==> config.mk <==
export PLATFORM = sky130hd
export DESIGN_NAME = serial_add_seq
export DESIGN_NICKNAME = d
export VERILOG_FILES = /design/src/rtl/serial_add_seq_pkg.sv /design/src/rtl/serial_add_seq_fa_cell.sv /design/src/rtl/serial_add_seq.sv
export SDC_FILE = /design/constraint.sdc
export NUM_CORES = 1
export LEC_CHECK = 0
export CAP_MARGIN = 15
export CORE_MARGIN = 1.5
export CORE_UTILIZATION = 45
export CTS_CLUSTER_DIAMETER = 120
export CTS_CLUSTER_SIZE = 24
export DETAILED_ROUTE_END_ITERATION = 8
export PLACE_DENSITY = 0.68
export SLEW_MARGIN = 25
export SYNTH_ARGS = -nofsm -noshare
export SYNTH_HDL_FRONTEND = slang
export SYNTH_SLANG_ARGS = --single-unit
==> constraint.sdc <==
create_clock -name clk -period 4 [get_ports clk]
set_input_delay 1 -clock clk [delete_from_list [all_inputs] [get_ports clk]]
set_output_delay 1 -clock clk [all_outputs]
set_load 0.1 [all_outputs]
==> src/rtl/serial_add_seq_pkg.sv <==
// Shared types and reset values for the bit-serial adder sequencer.
// Holds the FSM state enum and the reset constants for the registered outputs.
package serial_add_pkg;

  typedef enum logic [1:0] {
    IDLE = 2'd0,
    RUN  = 2'd1,
    DONE = 2'd2
  } state_e;

  localparam state_e STATE_RST   = IDLE;
  localparam logic   SUM_RST_BIT = 1'b0;
  localparam logic   COUT_RST    = 1'b0;

endpackage

==> src/rtl/serial_add_seq_fa_cell.sv <==
// Purely combinational 1-bit full adder used by the serial sequencer.
// Ports: x, y, ci in; s (sum bit), co (carry out) out.
module serial_fa_cell (
  input  logic x,
  input  logic y,
  input  logic ci,
  output logic s,
  output logic co
);

  logic p;

  assign p  = x ^ y;
  assign s  = p ^ ci;
  assign co = (x & y) | (ci & p);

endmodule

==> src/rtl/serial_add_seq.sv <==
// Bit-serial adder: accepts a, b, cin, then adds one bit per clock, LSB first.
// Ports: clk, rst_n; in_valid/in_ready, a, b, cin; out_valid/out_ready, sum, cout; busy.
module serial_add_seq
  import serial_add_pkg::*;
#(
  parameter int WIDTH = 8
) (
  input  logic             clk,
  input  logic             rst_n,
  input  logic             in_valid,
  output logic             in_ready,
  input  logic [WIDTH-1:0] a,
  input  logic [WIDTH-1:0] b,
  input  logic             cin,
  output logic             out_valid,
  input  logic             out_ready,
  output logic [WIDTH-1:0] sum,
  output logic             cout,
  output logic             busy
);

  localparam int CW = $clog2(WIDTH);
  localparam logic [CW-1:0] LAST = CW'(WIDTH - 1);

  state_e           state_q, state_d;
  logic [CW-1:0]    cnt_q, cnt_d;
  logic [WIDTH-1:0] a_sh_q, a_sh_d;
  logic [WIDTH-1:0] b_sh_q, b_sh_d;
  logic [WIDTH-1:0] sum_sh_q, sum_sh_d;
  logic             carry_q, carry_d;
  logic [WIDTH-1:0] sum_q, sum_d;
  logic             cout_q, cout_d;
  logic             fa_s;
  logic             fa_co;

  serial_fa_cell u_fa (
    .x  (a_sh_q[0]),
    .y  (b_sh_q[0]),
    .ci (carry_q),
    .s  (fa_s),
    .co (fa_co)
  );

  always_comb begin
    state_d  = state_q;
    cnt_d    = cnt_q;
    a_sh_d   = a_sh_q;
    b_sh_d   = b_sh_q;
    sum_sh_d = sum_sh_q;
    carry_d  = carry_q;
    sum_d    = sum_q;
    cout_d   = cout_q;
    unique case (state_q)
      IDLE: begin
        if (in_valid) begin
          a_sh_d   = a;
          b_sh_d   = b;
          carry_d  = cin;
          sum_sh_d = '0;
          cnt_d    = '0;
          state_d  = RUN;
        end
      end
      RUN: begin
        sum_sh_d = {fa_s, sum_sh_q[WIDTH-1:1]};
        a_sh_d   = a_sh_q >> 1;
        b_sh_d   = b_sh_q >> 1;
        carry_d  = fa_co;
        if (cnt_q == LAST) begin
          // Output registers load only here, so sum/cout stay stable
          // through the rest of DONE and the following IDLE.
          sum_d   = {fa_s, sum_sh_q[WIDTH-1:1]};
          cout_d  = fa_co;
          state_d = DONE;
        end else begin
          cnt_d = cnt_q + CW'(1);
        end
      end
      DONE: begin
        if (out_ready) begin
          state_d = IDLE;
        end
      end
      default: state_d = IDLE;
    endcase
  end

  always_ff @(posedge clk or negedge rst_n) begin
    if (!rst_n) begin
      state_q  <= STATE_RST;
      cnt_q    <= '0;
      a_sh_q   <= '0;
      b_sh_q   <= '0;
      sum_sh_q <= '0;
      carry_q  <= 1'b0;
      sum_q    <= {WIDTH{SUM_RST_BIT}};
      cout_q   <= COUT_RST;
    end else begin
      state_q  <= state_d;
      cnt_q    <= cnt_d;
      a_sh_q   <= a_sh_d;
      b_sh_q   <= b_sh_d;
      sum_sh_q <= sum_sh_d;
      carry_q  <= carry_d;
      sum_q    <= sum_d;
      cout_q   <= cout_d;
    end
  end

  assign in_ready  = (state_q == IDLE);
  assign busy      = (state_q == RUN);
  assign out_valid = (state_q == DONE);
  assign sum       = sum_q;
  assign cout      = cout_q;

endmodule

==> summary.txt, run 1 <==
Status: completed
Met3 usage: 4.070%
Global route overflow: 0
Share of layout cells above drive strength 1: 28.65%
Fin. Hold Viols: 0
Chip height: 69.30 um
Most common cell in the netlist: dfrtp_1
Syn. warnings: 0
CP endpoint kind: output pin
Predominant post-synthesis flop cell: dfrtp_1
Ranking of synthesized cells by area: dfrtp_1, mux2_4, nor4b_2
GP Congestion: 0.7251
Drc violations: 0
Fraction of registers with async set/reset: 100.0%
Total power: 0.001988 W
Crit Path Max Fanout: 2
Number of vias per cell: 5.566
Final critical-path required period: 2.786 ns
Cell Area, Placed: 0.002275 mm2
HP Class: reg -> reg
P_leak: 1.040 nW
Slew Viols, Final: 0
Cell type with the largest total area after synthesis: dfrtp_1
Initial antenna violation count: 0
First-pass GRT wire length: 6230 um
Endpoints failing setup: 0
ANT cells: 0
Clk_lat worst skew: 0.29 ns
Initial core utilization: 48.07%
Design area: 0.002370 mm2
Max H-tree Level: 2
Met2 GRT Util: 26.82%
Total CTS buffers: 5
Core area: 0.004115 mm2
P per Cell Area: 839.1 mW/mm2
Met1 Usage GRT: 20.45%
Fillers: 320
Routed length per placed instance: 15.97 um
Post-layout net count: 201
Detailed Routing Iterations Pass 1: 5
Row count: 23
Top Family by Delay on Critical Path: buffers and inverters
Post-Route Setup TNS: 0 ns
EDFF count, synth: 0
I/O Pins: 33
Register area share after synthesis: 48.07%
Pin count of the biggest net entering global routing: 39
Max-cap violation count: 0
Critical Path Start Type: flip-flop
Die Span X: 69.30 um
Flops & latches, synth: 38
Syn Area/Cell: 13.46 um2
DIE AREA: 0.004802 mm2
DR vias: 1269
Worst clock skew: 0.006227 ns
Sink Count: 38
VDD IR max: 0.0002987 V
HPWL after detailed placement: 2471 um
F_max: 0.3589 GHz
# Post-CTS Setup Buffers: 0
CP Depth: 1
R2R cell count: 3
Post-synth top cells: dfrtp_1, inv_1, a211oi_2, mux2_4, nor4b_2
Crit-path max cell delay: 1.13 ns
Clk buf depth: 2
CTS resizes: 0
Synth top area share: 48.07%
Unrepaired setup endpoints after global routing: no
Syn-to-layout area delta: 19.80%
Clock root buffer: clkbuf_8
Most Used Layer, Global Route: met2
Final period util: 69.65%
Total track usage: 16.27%
Hold buffers post-CTS: 0
Vias in the first global route: 1306
Critical Path, Cell by Cell: clkdlybuf4s50_1
DRT iter0 DRCs: 101
Hold path depth: 1
Mapped cell area: 0.001978 mm2
Slew @ Worst Pin: 0.9654 ns
Port-buffer cells: 32
Critical path buffers and inverters: 1
Slew headroom: 35.44%
Unique masters post-synth: 36
CTS tree: done
Syn Nets: 171
Routed wire length: 3642 um
Mapped Cells: 147
Crit path required time: 3.00 ns
Clock slew at the register clock pins of the worst setup and hold paths: 0.07 ns
Critical path class: reg -> out
ANT nets after route: 0
CP max stage cell: clkdlybuf4s50_1
Critical Path AT: 1.79 ns
-- cell usage in the layout (no fill, tap or decap), types with 2 or more instances in the layout --
cell and count:
nand3_1 2, clkbuf_8 6, o221ai_1 2, nor3b_1 5
a22o_1 7, dfrtp_1 38, buf_4 6, nor2b_1 3
a222oi_1 3, nand2b_1 5, inv_1 15, nor3b_2 5
clkdlybuf4s50_1 29, a211oi_2 9, nor4b_2 8, or4b_1 3
mux2_4 9, o221a_1 2, ha_1 2, nor4b_1 2
-- cells by family after synthesis --
group	share of synthesized area, %
simple gates	18.34
flops	48.07
compound gates	16.32
buf+inv	8.158
mux	6.831
fa+ha+maj	2.277
-- final timing paths --
check	startpoint	end	slack (ns)
max	sum[1]$_DFFE_PN0P_	sum[1]	1.21
min	sum_sh_q[1]$_DFFE_PN0P_	sum_sh_q[1]$_DFFE_PN0P_	0.51
max reg2reg	state_q[1]$_DFFE_PN0P_	sum[1]$_DFFE_PN0P_	1.93
min reg2reg	sum_sh_q[1]$_DFFE_PN0P_	sum_sh_q[1]$_DFFE_PN0P_	0.51
max in group asynchronous	rst_n	b_sh_q[7]$_DFFE_PN0P_	2.51
min in group asynchronous	rst_n	cout$_DFFE_PN0P_	1.14
-- report_power, final --
part | internal (W) | switching [W] | leakage, nW
Sequential | 0.000552 | 0.000110 | 0.466
Clock | 0.000139 | 0.000140 | 0.0472
Combinational | 0.000388 | 0.000661 | 0.526
Total | 0.00108 | 0.000910 | 1.04
-- per-layer routing --
| layer | vias up | wire length, um |
|---|---|---|
| met5 | - | 0 |
| met4 | 0 | 35 |
| met3 | 4 | 190 |
| met2 | 43 | 1852 |
| met1 | 622 | 1563 |
| li1 | 600 | - |
-- through the flow --
stage / util, % / hold slack [ns] / cells / setup slack [ns]
2_1_floorplan: - / 0.4662 / 147 / 1.519
3_3_place_gp: 55.28 / 0.4869 / 220 / 1.260
3_5_place_dp: 55.28 / 0.4931 / 220 / 1.178
4_1_cts: 57.59 / 0.5121 / 228 / 1.201
5_1_grt: 57.59 / 0.5239 / 228 / 1.096
6_report: 57.59 / 0.5082 / 228 / 1.214
-- state kept, by name, indices dropped and copies added, names as in the netlist --
register / flops
a_sh_q: 8
b_sh_q: 8
carry_q: 1
cnt_q: 3
cout: 1
state_q: 2
sum: 8
sum_sh_q: 7
-- area by class of cell --
class	instances	area (um2)	share of cell area [%]
Sequential cell	38	950.9	40.13
Multi-Input combinational cell	81	865.8	36.54
Timing Repair Buffer	35	335.3	14.15
Clock buffer	6	82.58	3.485
Tap cell	50	62.56	2.640
Inverter	16	60.06	2.534
Clock inverter	2	12.51	0.5280
(Power assumes the default switching activity.)
==> run 2, diff against run 1 <==
Settings changed: PLACE_DENSITY 0.68 to 0.71.
Clock period 4 ns to 2.28 ns, I/O delays scaled along.
==> summary.txt, run 2 (synthesis results as in run 1) <==
# Post-CTS Setup Buffers: 0 (unchanged)
Crit Path Max Fanout: 10 (was 2)
Unrepaired setup endpoints after global routing: no (unchanged)
Fin. Hold Viols: 0 (unchanged)
Met1 Usage GRT: 23.22% (was 20.45%)
Most frequent cells in the layout: dfrtp_1, clkdlybuf4s50_1, inv_1, buf_4 (was dfrtp_1, clkdlybuf4s50_1, inv_1)
Met2 GRT Util: 27.03% (was 26.82%)
Critical Path Start Type: flip-flop (unchanged)
DRT iter0 DRCs: 107 (was 101)
Critical path class: reg -> out (unchanged)
Chip height: 69.30 um (unchanged)
Slew headroom: 66.64% (was 35.44%)
Max H-tree Level: 2 (unchanged)
Slew @ Worst Pin: 0.5005 ns (was 0.9654 ns)
Syn-to-layout area delta: 25.11% (was 19.80%)
Seq pwr share: 31.0% (was 33.3%)
Share of layout cells above drive strength 1: 35.16% (was 28.65%)
Net Switching: 0.001619 W (was 0.0009104 W)
Port-buffer cells: 32 (unchanged)
Core Util, Final: 60.14% (was 57.59%)
Global route overflow: 0 (unchanged)
Endpoints failing setup: 0 (unchanged)
Area of the multi-input gates: 865.8 um2 (unchanged)
ANT nets after route: 0 (unchanged)
First-pass GRT wire length: 6596 um (was 6230 um)
Status: completed (unchanged)
Internal power: 0.002167 W (was 0.001078 W)
DIE AREA: 0.004802 mm2 (unchanged)
Final cell count without fillers: 232 (was 228)
Commonest non-fill, non-tap cell in the layout: dfrtp_1 (unchanged)
Total CTS buffers: 5 (unchanged)
Row count: 23 (unchanged)
Total power: 0.003786 W (was 0.001988 W)
Routed length per placed instance: 16.19 um (was 15.97 um)
Initial antenna violation count: 0 (unchanged)
Post-layout net count: 205 (was 201)
GP Congestion: 0.7334 (was 0.7251)
Die Span X: 69.30 um (unchanged)
Comb power frac: 50.3% (was 52.7%)
Drc violations: 0 (unchanged)
Initial core utilization: 48.07% (unchanged)
HP Class: reg -> reg (unchanged)
Fillers: 317 (was 320)
Reg area: 950.9 um2 (unchanged)
Slew Viols, Final: 0 (unchanged)
HPWL after detailed placement: 2619 um (was 2471 um)
Clk_lat worst skew: 0.29 ns (about the same)
Hold buffers post-CTS: 0 (unchanged)
Dpl cells: 224 (was 220)
CP endpoint kind: output pin (unchanged)
Clock slew at the register clock pins of the worst setup and hold paths: 0.07 ns (about the same)
Number of vias per cell: 5.517 (was 5.566)
Met3 usage: 5.087% (was 4.070%)
Detailed Routing Iterations Pass 1: 4 (was 5)
P per Cell Area: 1530 mW/mm2 (was 839.1 mW/mm2)
Core area: 0.004115 mm2 (unchanged)
Total track usage: 17.19% (was 16.27%)
Worst clock skew: 0.004857 ns (was 0.006227 ns)
Clock root buffer: clkbuf_8 (unchanged)
Final critical-path required period: 1.952 ns
DR vias: 1280 (was 1269)
ANT cells: 0 (unchanged)
Post-Route Setup TNS: 0 ns (unchanged)
F_max: 0.5123 GHz
P_leak: 1.113 nW (was 1.040 nW)
I/O Pins: 33 (unchanged)
Routed wire length: 3757 um (was 3642 um)
Power share of the clock group: 18.7% (was 14.0%)
CTS tree: done (unchanged)
Sink Count: 38 (unchanged)
Most Used Layer, Global Route: met2 (unchanged)
Clk buf depth: 2 (unchanged)
Vias in the first global route: 1301 (was 1306)
Critical Path AT: 1.38 ns (was 1.79 ns)
VDD IR max: 0.0006058 V (was 0.0002987 V)
Final period util: 85.61%
Sw Ratio: 42.77% (was 45.79%)
CTS resizes: 0 (unchanged)
Max-cap violation count: 0 (unchanged)
Crit path required time: 1.71 ns (was 3.00 ns)
Pin count of the biggest net entering global routing: 39 (unchanged)
[run 2: changes by cell type in the layout (fill, tap and decap cells not counted)]
cell and delta:
buf_12 +4, buf_4 +9, bufinv_16 +2, clkdlybuf4s50_1 -9
clkinv_2 -1, clkinvlp_4 -1
[run 2: worst max-delay path: stages, from the launching register on]
cell and delay [ns]:
dfrtp_1 0.48, nor2_2 0.37, buf_12 0.23
[run 2: layer usage]
metal  share of wire, %  up-vias
met5                  0        -
met4               0.72        0
met3                3.9        5
met2                 49       25
met1                 47      639
li1                   -      611
[run 2: per-stage QoR]
stage / worst slack [ns] / instance area [um2] / hold slack [ns]
4_1_cts: 0.3111 / 2475 / 0.5125
5_1_grt: 0.2440 / 2475 / 0.5304
6_report: 0.3282 / 2475 / 0.5127
3_5_place_dp: 0.2406 / 2332 / 0.4871
2_1_floorplan: 0.2289 / 1978 / 0.2744
3_3_place_gp: 0.2753 / 2332 / 0.4856
[run 2: final timing paths]
kind,from,end,slack (ns),cells past startpoint
max,state_q[0]$_DFFE_PN0P_,in_ready,0.33,2
min,sum_sh_q[1]$_DFFE_PN0P_,sum_sh_q[1]$_DFFE_PN0P_,0.51,1
min in group asynchronous,rst_n,sum[3]$_DFFE_PN0P_,0.71,2
max reg2reg,cnt_q[0]$_DFFE_PN0P_,sum[5]$_DFFE_PN0P_,0.65,5
max in group asynchronous,rst_n,b_sh_q[6]$_DFFE_PN0P_,1.23,2
min reg2reg,sum_sh_q[1]$_DFFE_PN0P_,sum_sh_q[1]$_DFFE_PN0P_,0.51,1
[run 2: power by group through the flow]
stage	registers [W]	clock network [W]	logic [W]
3_3_place_gp	0.00117	0	0.00186
4_1_cts	0.00118	0.000725	0.00192
5_1_grt	0.00122	0.000761	0.00203
3_5_place_dp	0.00119	0	0.00191
2_1_floorplan	0.00161	0	0.00108
6_report	0.00118	0.000707	0.00190
[run 2: final cells by class]
| cell class | count | share of cell area, % |
|---|---|---|
| flip-flops and latches | 38 | 38.42 |
| multi-input cells | 81 | 34.98 |
| repair buffers | 39 | 15.87 |
| clock buffers | 6 | 3.337 |
| well taps | 50 | 2.528 |
| clock inverters | 2 | 2.427 |
| inverters | 16 | 2.427 |
